## config.mk

```make
export PLATFORM = sky130hd
export DESIGN_NAME = spi_master
export DESIGN_NICKNAME = d
export VERILOG_FILES = /design/src/rtl/spi_master.sv
export SDC_FILE = /design/constraint.sdc
export NUM_CORES = 1
export LEC_CHECK = 0
export ABC_AREA = 1
export ABC_CLOCK_PERIOD_IN_PS = 4100
export CAP_MARGIN = 0
export CORE_MARGIN = 5
export CORE_UTILIZATION = 57
export DETAILED_ROUTE_END_ITERATION = 6
export GPL_TIMING_DRIVEN = 0
export PLACE_DENSITY = 0.83
export SLEW_MARGIN = 20
export SYNTH_ARGS = -nofsm -noshare
export SYNTH_HDL_FRONTEND = slang
export SYNTH_SLANG_ARGS = --single-unit
```

## constraint.sdc

```tcl
create_clock -name clk -period 4.1 [get_ports clk]
set_input_delay 0.615 -clock clk [delete_from_list [all_inputs] [get_ports clk]]
set_output_delay 0.615 -clock clk [all_outputs]
set_load 0.02 [all_outputs]
```

## src/rtl/spi_master.sv

```systemverilog
// SPI mode-0 master: LEAD / SHIFT / TRAIL / GAP framing around DATA_W bits, MSB first.
// done at 1+DIV*(2*DATA_W+2) cycles after accept; start is ignored while busy (no queuing).
module spi_master #(
  parameter int DATA_W = 8,
  parameter int DIV    = 2
) (
  input  logic              clk,
  input  logic              reset,
  input  logic              start,
  input  logic [DATA_W-1:0] txData,
  output logic              busy,
  output logic              done,
  output logic [DATA_W-1:0] rxData,
  output logic              sclk,
  output logic              ssel,
  output logic              mosi,
  input  logic              miso
);

  localparam int CW = (DIV > 1) ? $clog2(DIV) : 1;
  localparam int BW = $clog2(2 * DATA_W);
  localparam logic [CW-1:0] CNT_LAST  = CW'(DIV - 1);
  localparam logic [BW-1:0] HALF_LAST = BW'(2 * DATA_W - 1);
  localparam logic [BW-1:0] FALL_LAST = BW'(2 * DATA_W - 2);

  generate
    if (DIV < 2 || DIV > 255) begin : g_bad_div
      $error("spi_master: DIV must be in 2..255");
    end
    if (DATA_W < 2 || DATA_W > 32) begin : g_bad_width
      $error("spi_master: DATA_W must be in 2..32");
    end
  endgenerate

  typedef enum logic [2:0] {IDLE, LEAD, SHIFT, TRAIL, GAP} state_t;

  state_t            r_state;
  logic [CW-1:0]     r_cnt;
  logic [BW-1:0]     r_bits;
  logic [DATA_W-2:0] r_tx;
  logic [DATA_W-1:0] r_rx;
  logic [DATA_W-1:0] r_rxData;
  logic              r_sclk;
  logic              r_ssel;
  logic              r_mosi;
  logic              r_busy;
  logic              r_done;
  logic              w_cnt_end;

  assign w_cnt_end = (r_cnt == CNT_LAST);

  // r_bits counts completed sclk half-periods inside SHIFT; even index = sclk high.
  always_ff @(posedge clk) begin
    if (reset) begin
      r_state  <= IDLE;
      r_cnt    <= '0;
      r_bits   <= '0;
      r_tx     <= '0;
      r_rx     <= '0;
      r_rxData <= '0;
      r_sclk   <= 1'b0;
      r_ssel   <= 1'b1;
      r_mosi   <= 1'b0;
      r_busy   <= 1'b0;
      r_done   <= 1'b0;
    end else begin
      r_done <= 1'b0;
      case (r_state)
        IDLE: begin
          if (start) begin
            r_tx    <= txData[DATA_W-2:0];
            r_mosi  <= txData[DATA_W-1];
            r_ssel  <= 1'b0;
            r_busy  <= 1'b1;
            r_cnt   <= '0;
            r_bits  <= '0;
            r_state <= LEAD;
          end
        end
        LEAD: begin
          if (w_cnt_end) begin
            // First rising edge happens on the LEAD->SHIFT transition.
            r_cnt   <= '0;
            r_sclk  <= 1'b1;
            r_rx    <= {r_rx[DATA_W-2:0], miso};
            r_state <= SHIFT;
          end else begin
            r_cnt <= r_cnt + CW'(1);
          end
        end
        SHIFT: begin
          if (w_cnt_end) begin
            r_cnt  <= '0;
            r_bits <= r_bits + BW'(1);
            if (r_bits == HALF_LAST) begin
              r_state <= TRAIL;
            end else begin
              r_sclk <= ~r_sclk;
              if (r_sclk) begin
                if (r_bits != FALL_LAST) begin
                  r_mosi <= r_tx[DATA_W-2];
                  r_tx   <= r_tx << 1;
                end
              end else begin
                r_rx <= {r_rx[DATA_W-2:0], miso};
              end
            end
          end else begin
            r_cnt <= r_cnt + CW'(1);
          end
        end
        TRAIL: begin
          if (w_cnt_end) begin
            r_cnt    <= '0;
            r_ssel   <= 1'b1;
            r_mosi   <= 1'b0;
            r_done   <= 1'b1;
            r_rxData <= r_rx;
            r_state  <= GAP;
          end else begin
            r_cnt <= r_cnt + CW'(1);
          end
        end
        GAP: begin
          if (w_cnt_end) begin
            r_cnt   <= '0;
            r_busy  <= 1'b0;
            r_state <= IDLE;
          end else begin
            r_cnt <= r_cnt + CW'(1);
          end
        end
        default: r_state <= IDLE;
      endcase
    end
  end

  assign busy   = r_busy;
  assign done   = r_done;
  assign rxData = r_rxData;
  assign sclk   = r_sclk;
  assign ssel   = r_ssel;
  assign mosi   = r_mosi;

endmodule

```

==> run_results.csv <==
group,metric,value,unit
outcome,outcome,"finished clean",
timing,final-setup-viol-count,0,
timing,whs,450.7,ps
clock_tree,cts.sinks,36,
floorplanning,core,2781,sq um
timing,rsz0062_at_grt,"false",
min_path,hold_path_class,"reg2reg",
global_route,grt_pass1_vias,1401,
pwr,leakagePower,0.8345,nW
floorplanning,die_height,64.07,um
critical_path,start_kind,"flip-flop",
logic_synthesis,synth_xor_area_share,0,%
clock_tree,cts-htree-levels,2,
global_route,use_met1,21.77,%
logic_synthesis,synth_cell_type_count,23,
logic_synthesis,synth-adder-area-share,1.502,%
clock_tree,post_cts_resized,0,
layout,fillers,234,
pwr,power_density,627.7,nW/um^2
layout,drive_above_1_share,8.679,%
logic_synthesis,syn_nets,248,
job,maxCapViolations,0,
timing,min_period_over_period,49.85,%
logic_synthesis,yosys.area_share.simple,29.13,%
placement,io_buffer_count,23,
route,drt-wirelength-per-cell,11.55,um
logic_synthesis,synth_compound_area_share,16.67,%
logic_synthesis,netlist_area,1667,sq um
timing,worst_pin_slew,423.4,ps
timing,max_freq,489.3,MHz
critical_path,crit_fanout,5,
route,vias_per_cell,5.236,
layout,layout_common_cells,"nand2_1, dfxtp_1, a21oi_1",
logic_synthesis,ys_seq_area_share,43.24,%
clock_tree,cts_buffer_depth,2,
logic_synthesis,netlist_instances,234,
global_route,grt_max_degree,12,
global_route,grt_first_pass_wirelength,6016,um
pwr,peakVddDrop,0.6204,mV
logic_synthesis,synth_top_family_by_area,"simple AND/OR/NAND/NOR gates",
global_route,busiest_layer,"met2",
logic_synthesis,ys_warn_count,0,
floorplanning,ios,25,
floorplanning,core.rowCount,19,
clock_tree,path_clk_slew,100,ps
route,num_vias,1550,
route,wirelength,3419,um
clock_tree,cts_buffers,5,
critical_path,crit_family,"buffers and inverters",
pwr,total_power,1.263,mW
global_route,grt-ovfl-total,0,
route,detail_route.drc_violations,0,
critical_path,crit_buf_inv,1,
critical_path,cp_slowest_cell,"clkdlybuf4s50_1",
critical_path,path_cells,"clkdlybuf4s50_1",
layout,fin_nets,278,
timing,period_needed,2044,ps
floorplanning,dieArea,4105,sq um
clock_tree,hold_buffers,0,
route,drtPass1Iterations,4,
timing,max-slew-margin-rel,71.78,%
critical_path,end_kind,"primary output",
clock_tree,cts_root_buf,"clkbuf_4",
critical_path,required,3480,ps
route,ant_nets,0,
placement,place_congestion,0.8270,
clock_tree,clk_latency,340,ps
critical_path,crit_arrival,1430,ps
timing,drv_slew,0,
placement,dp_hpwl,2501,um
timing,fin_worst_skew,14.67,ps
clock_tree,cts_tree,"done",
clock_tree,postCtsSetupRepairBufs,0,
critical_path,max_stage_delay,650,ps
global_route,antenna_found_initial,0,
critical_path,crit_type,"reg2out",
timing,hold_viol,0,
route,drtIter0Drc,76,
global_route,gr-usage-met3,5.254,%
layout,area_growth,20.72,%
layout,num_antenna_cells,0,
global_route,grt_util_met2,29.40,%
logic_synthesis,synth.avg_cell_area,7.122,sq um
logic_synthesis,synth_seq_cells,36,
floorplanning,dieWidth,64.07,um
timing,tns,0,ps
logic_synthesis,muxShareOfSynthArea,0,%
global_route,groute.usage.overall,18.04,%
layout,final_common_cell,"nand2_1",
floorplanning,initial_utilization,59.92,%
==> sequential cells by signal, indices dropped and copies added (netlist names) <==
name / cells
r_rx: 8
r_state: 3
r_bits: 4
r_tx: 7
rxData: 8
done: 1
ssel: 1
mosi: 1
busy: 1
sclk: 1
r_cnt: 1
==> per-stage QoR <==
step	cells	instance area (sq um)	util (%)	setup WS, ps
2_1_floorplan	234	1667	-	2676
3_3_place_gp	288	1936	69.59	2190
3_5_place_dp	288	1936	69.59	2184
4_1_cts	296	2012	72.33	2041
5_1_grt	296	2012	72.33	2009
6_report	296	2012	72.33	2056
==> final timing paths <==
kind                                start   endpoint  slack, ps  depth (start not counted)
worst max-delay path                 sclk       sclk       2060                          1
worst min-delay path            rxData[2]  rxData[2]        450                          2
worst max register to register  r_bits[0]    r_tx[6]       2620                         10
worst min register to register  rxData[2]  rxData[2]        450                          2
==> tightest hold or removal path, cell delays in order, from the launching register on <==
cell,delay [ps]
dfxtp_1,320
inv_1,40
a21oi_1,50
==> area by class of cell <==
class	instances	area (sq um)	area share, %
buffer	9	56.30	2.799
multi-input combinational	162	788.3	39.18
clock buffer	6	41.29	2.052
tap	31	38.79	1.928
clock inverter	2	35.03	1.741
timing repair buffer	23	230.2	11.44
sequential	36	720.7	35.82
inverter	27	101.3	5.037
==> cells in the mapped netlist <==
library cell,count,area [sq um]
nand2_1,57,214.0
dfxtp_1,36,720.7
a21oi_1,28,140.1
inv_1,27,101.4
nor2_1,23,86.33
nand3_1,18,90.09
o21ai_0,16,80.08
nand4_1,4,25.02
buf_2,3,15.01
clkbuf_1,3,11.26
buf_6,2,22.52
ha_1,2,25.02
nand3_2,2,20.02
nand3b_1,2,15.01
o21a_1,2,15.01
o21ai_2,2,17.52
a21oi_2,1,8.760
buf_4,1,7.510
nand2_4,1,11.26
nor2_2,1,6.260
nor2_4,1,11.26
o21ai_4,1,16.27
or2_2,1,6.260
==> cell families (layout without fill, tap and decap cells) <==
group,Yosys count,after routing
AOI/OAI and AO/OA,50,50
DFF,36,36
and+or+nand+nor,110,110
buffers and inverters,36,67
adders and majority gates,2,2
==> per-layer routing <==
layer	vias up	wire, um
met3	7	188
met5	-	0
met1	694	1553
li1	816	-
met4	0	71
met2	33	1606
==> power breakdown <==
| part | internal [mW] | switching (mW) |
|---|---|---|
| registers | 0.417 | 0.0505 |
| clock network | 0.128 | 0.117 |
| logic | 0.203 | 0.348 |
| total | 0.748 | 0.515 |
Note: power is estimated with default switching activity, not from simulation.
